## src/rtl/srm_controller_if.sv

```systemverilog
// Handshake and datapath-control bundle between the SRM controller and its surroundings.
// The slave modport is the controller; the master modport is the top level / datapath side.
interface srm_controller_if;
    logic        s;
    logic        load;
    logic [15:0] in;
    logic        w;
    logic [2:0]  readnum;
    logic [2:0]  writenum;
    logic        write;
    logic [1:0]  vsel;
    logic        loada;
    logic        loadb;
    logic        loadc;
    logic        loads;
    logic        asel;
    logic        bsel;
    logic [1:0]  shift;
    logic [1:0]  ALUop;
    logic [15:0] sximm5;
    logic [15:0] sximm8;

    modport master (
        output s, load, in,
        input  w, readnum, writenum, write, vsel,
        input  loada, loadb, loadc, loads, asel, bsel,
        input  shift, ALUop, sximm5, sximm8
    );

    modport slave (
        input  s, load, in,
        output w, readnum, writenum, write, vsel,
        output loada, loadb, loadc, loads, asel, bsel,
        output shift, ALUop, sximm5, sximm8
    );
endinterface

```

## src/rtl/srm_controller.sv

```systemverilog
// Instruction register, decoder and Moore FSM sequencing the SRM datapath for MOV/ALU instructions.
//   state       | meaning
//   S_WAIT      | idle, w=1, IR may load, s starts execution
//   S_DECODE    | pick the path from opcode/op, undefined encodings return to S_WAIT
//   S_WRITE_IMM | write sximm8 into Rn (MOV immediate)
//   S_GET_A     | read Rn into A
//   S_GET_B     | read Rm into B
//   S_EXEC      | run shifter/ALU into C, or update status only for CMP
//   S_WRITE_REG | write C into Rd
module srm_controller (
    input  logic             clk,
    input  logic             reset,
    srm_controller_if.slave  bus
);
    typedef enum logic [2:0] {
        S_WAIT      = 3'd0,
        S_DECODE    = 3'd1,
        S_WRITE_IMM = 3'd2,
        S_GET_A     = 3'd3,
        S_GET_B     = 3'd4,
        S_EXEC      = 3'd5,
        S_WRITE_REG = 3'd6
    } state_t;

    state_t      state;
    state_t      state_nxt;
    logic [15:0] ir;

    logic [2:0] opcode;
    logic [1:0] op;
    logic [2:0] rn;
    logic [2:0] rd;
    logic [1:0] sh;
    logic [2:0] rm;
    logic       is_mov_imm;
    logic       is_mov_reg;
    logic       is_alu;
    logic       is_cmp;
    logic [2:0] nsel;

    assign opcode = ir[15:13];
    assign op     = ir[12:11];
    assign rn     = ir[10:8];
    assign rd     = ir[7:5];
    assign sh     = ir[4:3];
    assign rm     = ir[2:0];

    assign is_mov_imm = (opcode == 3'b110) && (op == 2'b10);
    assign is_mov_reg = (opcode == 3'b110) && (op == 2'b00);
    assign is_alu     = (opcode == 3'b101);
    assign is_cmp     = is_alu && (op == 2'b01);

    // IR only accepts a new word while idle, keeping fields stable during execution.
    always_ff @(posedge clk) begin
        if (reset) begin
            ir <= 16'h0000;
        end else if (state == S_WAIT && bus.load) begin
            ir <= bus.in;
        end
    end

    always_ff @(posedge clk) begin
        if (reset) begin
            state <= S_WAIT;
        end else begin
            state <= state_nxt;
        end
    end

    always_comb begin
        state_nxt = state;
        case (state)
            S_WAIT: begin
                if (bus.s) state_nxt = S_DECODE;
            end
            S_DECODE: begin
                if (is_mov_imm)      state_nxt = S_WRITE_IMM;
                else if (is_mov_reg) state_nxt = S_GET_B;
                else if (is_alu)     state_nxt = S_GET_A;
                else                 state_nxt = S_WAIT;
            end
            S_WRITE_IMM: state_nxt = S_WAIT;
            S_GET_A:     state_nxt = S_GET_B;
            S_GET_B:     state_nxt = S_EXEC;
            S_EXEC: begin
                if (is_cmp) state_nxt = S_WAIT;
                else        state_nxt = S_WRITE_REG;
            end
            S_WRITE_REG: state_nxt = S_WAIT;
            default:     state_nxt = S_WAIT;
        endcase
    end

    always_comb begin
        bus.w     = 1'b0;
        nsel      = 3'b000;
        bus.write = 1'b0;
        bus.vsel  = 2'b00;
        bus.loada = 1'b0;
        bus.loadb = 1'b0;
        bus.loadc = 1'b0;
        bus.loads = 1'b0;
        bus.asel  = 1'b0;
        bus.bsel  = 1'b0;
        case (state)
            S_WAIT: bus.w = 1'b1;
            S_WRITE_IMM: begin
                nsel      = rn;
                bus.vsel  = 2'b10;
                bus.write = 1'b1;
            end
            S_GET_A: begin
                nsel      = rn;
                bus.loada = 1'b1;
            end
            S_GET_B: begin
                nsel      = rm;
                bus.loadb = 1'b1;
            end
            S_EXEC: begin
                // MOV register passes B through an ADD with A forced to zero.
                bus.asel  = is_mov_reg;
                bus.loads = is_cmp;
                bus.loadc = !is_cmp;
            end
            S_WRITE_REG: begin
                nsel      = rd;
                bus.write = 1'b1;
            end
            default: ;
        endcase
    end

    assign bus.readnum  = nsel;
    assign bus.writenum = nsel;
    assign bus.shift    = is_mov_imm ? 2'b00 : sh;
    assign bus.ALUop    = is_alu ? op : 2'b00;
    assign bus.sximm5   = {{11{ir[4]}}, ir[4:0]};
    assign bus.sximm8   = {{8{ir[7]}}, ir[7:0]};
endmodule

```

## src/flat_wrapper.sv

```systemverilog
// flat-port wrapper written by rule: the top's interface ports become plain ports
module srm_controller_flat 
  (clk, reset, bus_s, bus_load, bus_in, bus_w, bus_readnum, bus_writenum, bus_write, bus_vsel, bus_loada, bus_loadb, bus_loadc, bus_loads, bus_asel, bus_bsel, bus_shift, bus_ALUop, bus_sximm5, bus_sximm8);
  srm_controller_if bus_i ();
  input  logic clk;
  input  logic reset;
  input wire logic [$bits(bus_i.s)-1:0] bus_s;
  input wire logic [$bits(bus_i.load)-1:0] bus_load;
  input wire logic [$bits(bus_i.in)-1:0] bus_in;
  output wire logic [$bits(bus_i.w)-1:0] bus_w;
  output wire logic [$bits(bus_i.readnum)-1:0] bus_readnum;
  output wire logic [$bits(bus_i.writenum)-1:0] bus_writenum;
  output wire logic [$bits(bus_i.write)-1:0] bus_write;
  output wire logic [$bits(bus_i.vsel)-1:0] bus_vsel;
  output wire logic [$bits(bus_i.loada)-1:0] bus_loada;
  output wire logic [$bits(bus_i.loadb)-1:0] bus_loadb;
  output wire logic [$bits(bus_i.loadc)-1:0] bus_loadc;
  output wire logic [$bits(bus_i.loads)-1:0] bus_loads;
  output wire logic [$bits(bus_i.asel)-1:0] bus_asel;
  output wire logic [$bits(bus_i.bsel)-1:0] bus_bsel;
  output wire logic [$bits(bus_i.shift)-1:0] bus_shift;
  output wire logic [$bits(bus_i.ALUop)-1:0] bus_ALUop;
  output wire logic [$bits(bus_i.sximm5)-1:0] bus_sximm5;
  output wire logic [$bits(bus_i.sximm8)-1:0] bus_sximm8;
  assign bus_i.s = bus_s;
  assign bus_i.load = bus_load;
  assign bus_i.in = bus_in;
  assign bus_w = bus_i.w;
  assign bus_readnum = bus_i.readnum;
  assign bus_writenum = bus_i.writenum;
  assign bus_write = bus_i.write;
  assign bus_vsel = bus_i.vsel;
  assign bus_loada = bus_i.loada;
  assign bus_loadb = bus_i.loadb;
  assign bus_loadc = bus_i.loadc;
  assign bus_loads = bus_i.loads;
  assign bus_asel = bus_i.asel;
  assign bus_bsel = bus_i.bsel;
  assign bus_shift = bus_i.shift;
  assign bus_ALUop = bus_i.ALUop;
  assign bus_sximm5 = bus_i.sximm5;
  assign bus_sximm8 = bus_i.sximm8;
  srm_controller u_core (.clk(clk), .reset(reset), .bus(bus_i));
endmodule
```

## config.mk

```make
export PLATFORM = sky130hd
export DESIGN_NAME = srm_controller_flat
export DESIGN_NICKNAME = d
export VERILOG_FILES = /design/src/rtl/srm_controller_if.sv /design/src/rtl/srm_controller.sv /design/src/flat_wrapper.sv
export SDC_FILE = /design/constraint.sdc
export NUM_CORES = 1
export LEC_CHECK = 0
export ABC_AREA = 1
export CELL_PAD_IN_SITES_DETAIL_PLACEMENT = 0
export CELL_PAD_IN_SITES_GLOBAL_PLACEMENT = 1
export CORE_MARGIN = 2
export CORE_UTILIZATION = 24
export DETAILED_ROUTE_END_ITERATION = 6
export HOLD_SLACK_MARGIN = 0.08
export PLACE_DENSITY = 0.75
export SLEW_MARGIN = 0
export SYNTH_ARGS = -nofsm -noshare
export SYNTH_HDL_FRONTEND = slang
export SYNTH_SLANG_ARGS = --single-unit
```

## constraint.sdc

```tcl
create_clock -name clk -period 1.4 [get_ports clk]
set_input_delay 0.42 -clock clk [delete_from_list [all_inputs] [get_ports clk]]
set_output_delay 0.42 -clock clk [all_outputs]
set_load 0.02 [all_outputs]
```

==> key figures <==
Status
  • Run status: finished, violations left
  • Violations in the final reports: negative setup slack

Clock tree
  • Clock Path Buffers: 2
  • Clock transition at the registers of the reported paths: 0.07 ns
  • Total CTS buffers: 3
  • TritonCTS clock tree: built
  • CTS Hold Bufs: 0
  • CTS root buffer: clkbuf_8
  • Clock insertion delay at the later pin of the skew report: 0.25 ns
  • # H-tree levels: 1
  • Clock sinks: 19

Synth
  • Portion of synthesized cell area occupied by the leading cell type: 0.284
  • Library cell occupying the most area in the post-synthesis netlist: dfxtp_1
  • Synth warn: 0
  • Combined area of all synthesized cells: 1340 µm²
  • Post-synthesis instance total: 182
  • Largest cells by area after synthesis: dfxtp_1 28%, buf_4 21%, nand2_1 10%
  • Post-synthesis sequential area ratio: 0.284
  • Average cell area after synthesis: 7.36 µm²
  • Distinct cells, synth: 24
  • Number of synthesized register bits: 19

Worst setup path
  • Worst-path cell with the longest stage delay: dfxtp_2
  • Crit-path max FO: 4
  • Critical Path End Type: output port
  • Worst Path Arrival: 1.29 ns
  • Capture point of the worst reg-to-reg path: u_core.ir[12]
  • Logic depth of the worst register-to-register path: 9
  • Critical Path Max Stage Delay: 0.35 ns
  • Most numerous cell on the critical path: nand2_2
  • Kind of critical path: register to output port
  • R2R Path Start: u_core.state[0]
  • Cells along the critical path: buf_12, nor2_4, nand2_2, inv_4, nand2_2, nand3_4, buf_6
  • Startpoint Class: register
  • Data required time at the worst endpoint: 0.98 ns
  • Cell type group with the largest total delay on the critical path: simple AND/OR/NAND/NOR gates
  • Crit path buf inv count: 3
  • R2R setup slack: -0.15 ns

Layout
  • Antenna Cells: 0
  • Area used by multi-input combinational logic: 736 µm²
  • Area taken by flip-flops and latches: 395 µm²
  • Count of placed standard cells in the final layout, fillers left out: 332
  • Area growth from synthesis to final layout: 77.3%
  • Final standard cell utilization of the core: 0.436
  • Net total in the final layout: 281
  • Number of fill cells in the layout: 539
  • Share of final-layout standard cells stronger than drive strength 1: 0.662

Detailed routing
  • Routed wire length: 3.98 mm
  • Per-cell routed wire length: 12.0 µm
  • Via count of the routed design: 1371
  • Post-DRT Antenna Nets: 0
  • First drt pass iteration count: 4
  • Average via count per standard cell: 4.13
  • First-iteration detailed-routing DRC count: 47
  • DR DRC count: 0

Timing
  • Setup Skew: 0.00332 ns
  • Worst Setup Slack, final: -0.314 ns
  • Final Slew Violations: 0
  • Time the final worst path needs with I/O delays and setup: 1.71 ns
  • Final setup violation count: 34
  • RSZ-0062 raised after global routing: true
  • Highest achievable clock rate: 0.583 GHz
  • Final-report hold violation count: 0
  • Final period util: 1.22

Worst hold path
  • Worst hold path stage count: 2
  • Worst min-delay path endpoint: u_core.ir[11]
  • Hold_sp: u_core.ir[11]
  • Worst min-delay path category: register to register

Floorplan
  • Total number of placement rows: 27
  • IO Pins: 72
  • Overall die width: 78.7 µm
  • Core Area: 5440 µm²
  • DIE AREA: 6190 µm²
  • Vertical die dimension: 78.7 µm
  • Initial standard-cell utilization of the core: 0.246

GRT
  • Global route total overflow: 0
  • Layer with the highest usage after global routing: met2
  • Met2 GRT Util: 0.223
  • GRT Resource Usage Total: 0.122
  • Met1 usage in global routing: 0.152
  • Wire length of the first global-routing pass: 6.15 mm
  • Via count of the first global-routing pass: 1337
  • Maximum number of pins on one net before global-route repair: 17
  • Met3 demand-to-capacity share in global routing: 0.0184
  • Antenna violations before repair: 0

Place
  • Number of instances in the placed design: 312
  • Routability cong.: 0.825
  • Number of buffers inserted by port buffering: 69
  • Detailed-placement wirelength estimate: 2.75 mm

Power and ir drop
  • PD cells: 655 nW/µm²
  • Leakage Power: 0.00114 µW
  • Maximum resistive drop on vdd: 0.262 mV

Flow run
  • Number of maximum-capacitance violations: 0
==> synthesized netlist by cell type (all sizes together) <==
cell type	n
conb	1
buf	42
clkbuf	2
a31oi	1
o21ai	1
nand3	23
nor2	15
a21oi	17
o31ai	1
nand2	39
nor3	2
inv	19
dfxtp	19
==> worst min-delay path, cell delays in order, from the launching register on <==
cell and delay (ns):
dfxtp_1 0.33, nand2_1 0.08, a21oi_2 0.05
==> sequential cells by signal, summed over array words and instances (netlist names) <==
signal and flops:
u_core.state 3, u_core.ir 16
==> repair_timing <==
item / 4_1_cts / 5_1_grt
gates resized for setup: 251 / 32
pin swaps: 6 / 10
endpoints found under the setup margin: 66 / 43
setup buffers: 10 / 7
endpoints found under the hold margin: 0 / 0
cloned: 1 / 2
==> power breakdown <==
part	leakage [µW]	total [µW]	internal, µW	switching, µW
Combinational	0.000961	576	287	289
Sequential	0.000160	600	572	27.8
Clock	0.0000228	379	202	178
==> metrics by stage <==
step / setup WS (ns) / instance area [µm²] / setup TNS (ns) / power (µW) / hold slack, ns
after floorplan: -0.0139 / 1440 / -0.0194 / 941 / 0.440
after global placement: -0.488 / 2150 / -12.56 / 1130 / 0.455
after detailed placement: -0.547 / 2150 / -13.47 / 1140 / 0.455
after CTS: -0.291 / 2290 / -3.92 / 1520 / 0.488
after global routing: -0.354 / 2370 / -7.28 / 1630 / 0.504
final: -0.314 / 2370 / -5.70 / 1550 / 0.494
==> how the worst max path moves through the flow <==
stage / start / end / slack (ns) / cells after the start
6_report: u_core.state[0] / bus_writenum[2] / -0.31 / 7
5_1_grt: u_core.state[0] / bus_writenum[2] / -0.35 / 7
4_1_cts: u_core.state[0] / bus_writenum[2] / -0.29 / 7
3_5_place_dp: u_core.state[1] / bus_readnum[1] / -0.55 / 5
3_3_place_gp: u_core.state[1] / bus_writenum[1] / -0.49 / 5
2_1_floorplan: u_core.state[2] / bus_writenum[0] / -0.01 / 7
==> cell usage in the layout (no fill, tap or decap), types with 3 or more instances in the layout <==
cell             instances
inv_4                    3
a21oi_2                 10
nand2_2                 15
nor2_1                   6
dfxtp_1                 11
inv_2                    7
nand2_1                 22
buf_12                   5
clkdlybuf4s50_1         19
nand3_1                  8
nand3_4                  4
clkbuf_8                 3
a21oi_1                  7
inv_1                    9
buf_6                   21
nor2_4                   4
buf_2                   31
buf_4                   37
nor2_2                   4
dfxtp_2                  6
nand3_2                 11
==> final cells by class <==
type / instances / area share
Timing Repair Buffer: 116 / 0.433
Multi-Input combinational cell: 102 / 0.310
Sequential cell: 19 / 0.167
Tap cell: 72 / 0.0380
Inverter: 19 / 0.0332
Clock buffer: 4 / 0.0190
==> layer usage <==
metal	vias to the layer above	wire length [µm]
li1	691	-
met1	635	1650
met2	43	2090
met3	2	214
met4	0	29
met5	-	0
==> cell families after synthesis <==
| kind of cell | Yosys count | share of synthesized area |
|---|---|---|
| other | 1 | 0.00280 |
| buffers and inverters | 63 | 0.308 |
| AO/OA/AOI/OAI | 20 | 0.103 |
| AND/OR/NAND/NOR | 79 | 0.302 |
| flip-flops | 19 | 0.284 |
Power figures use the tool's default switching activity.
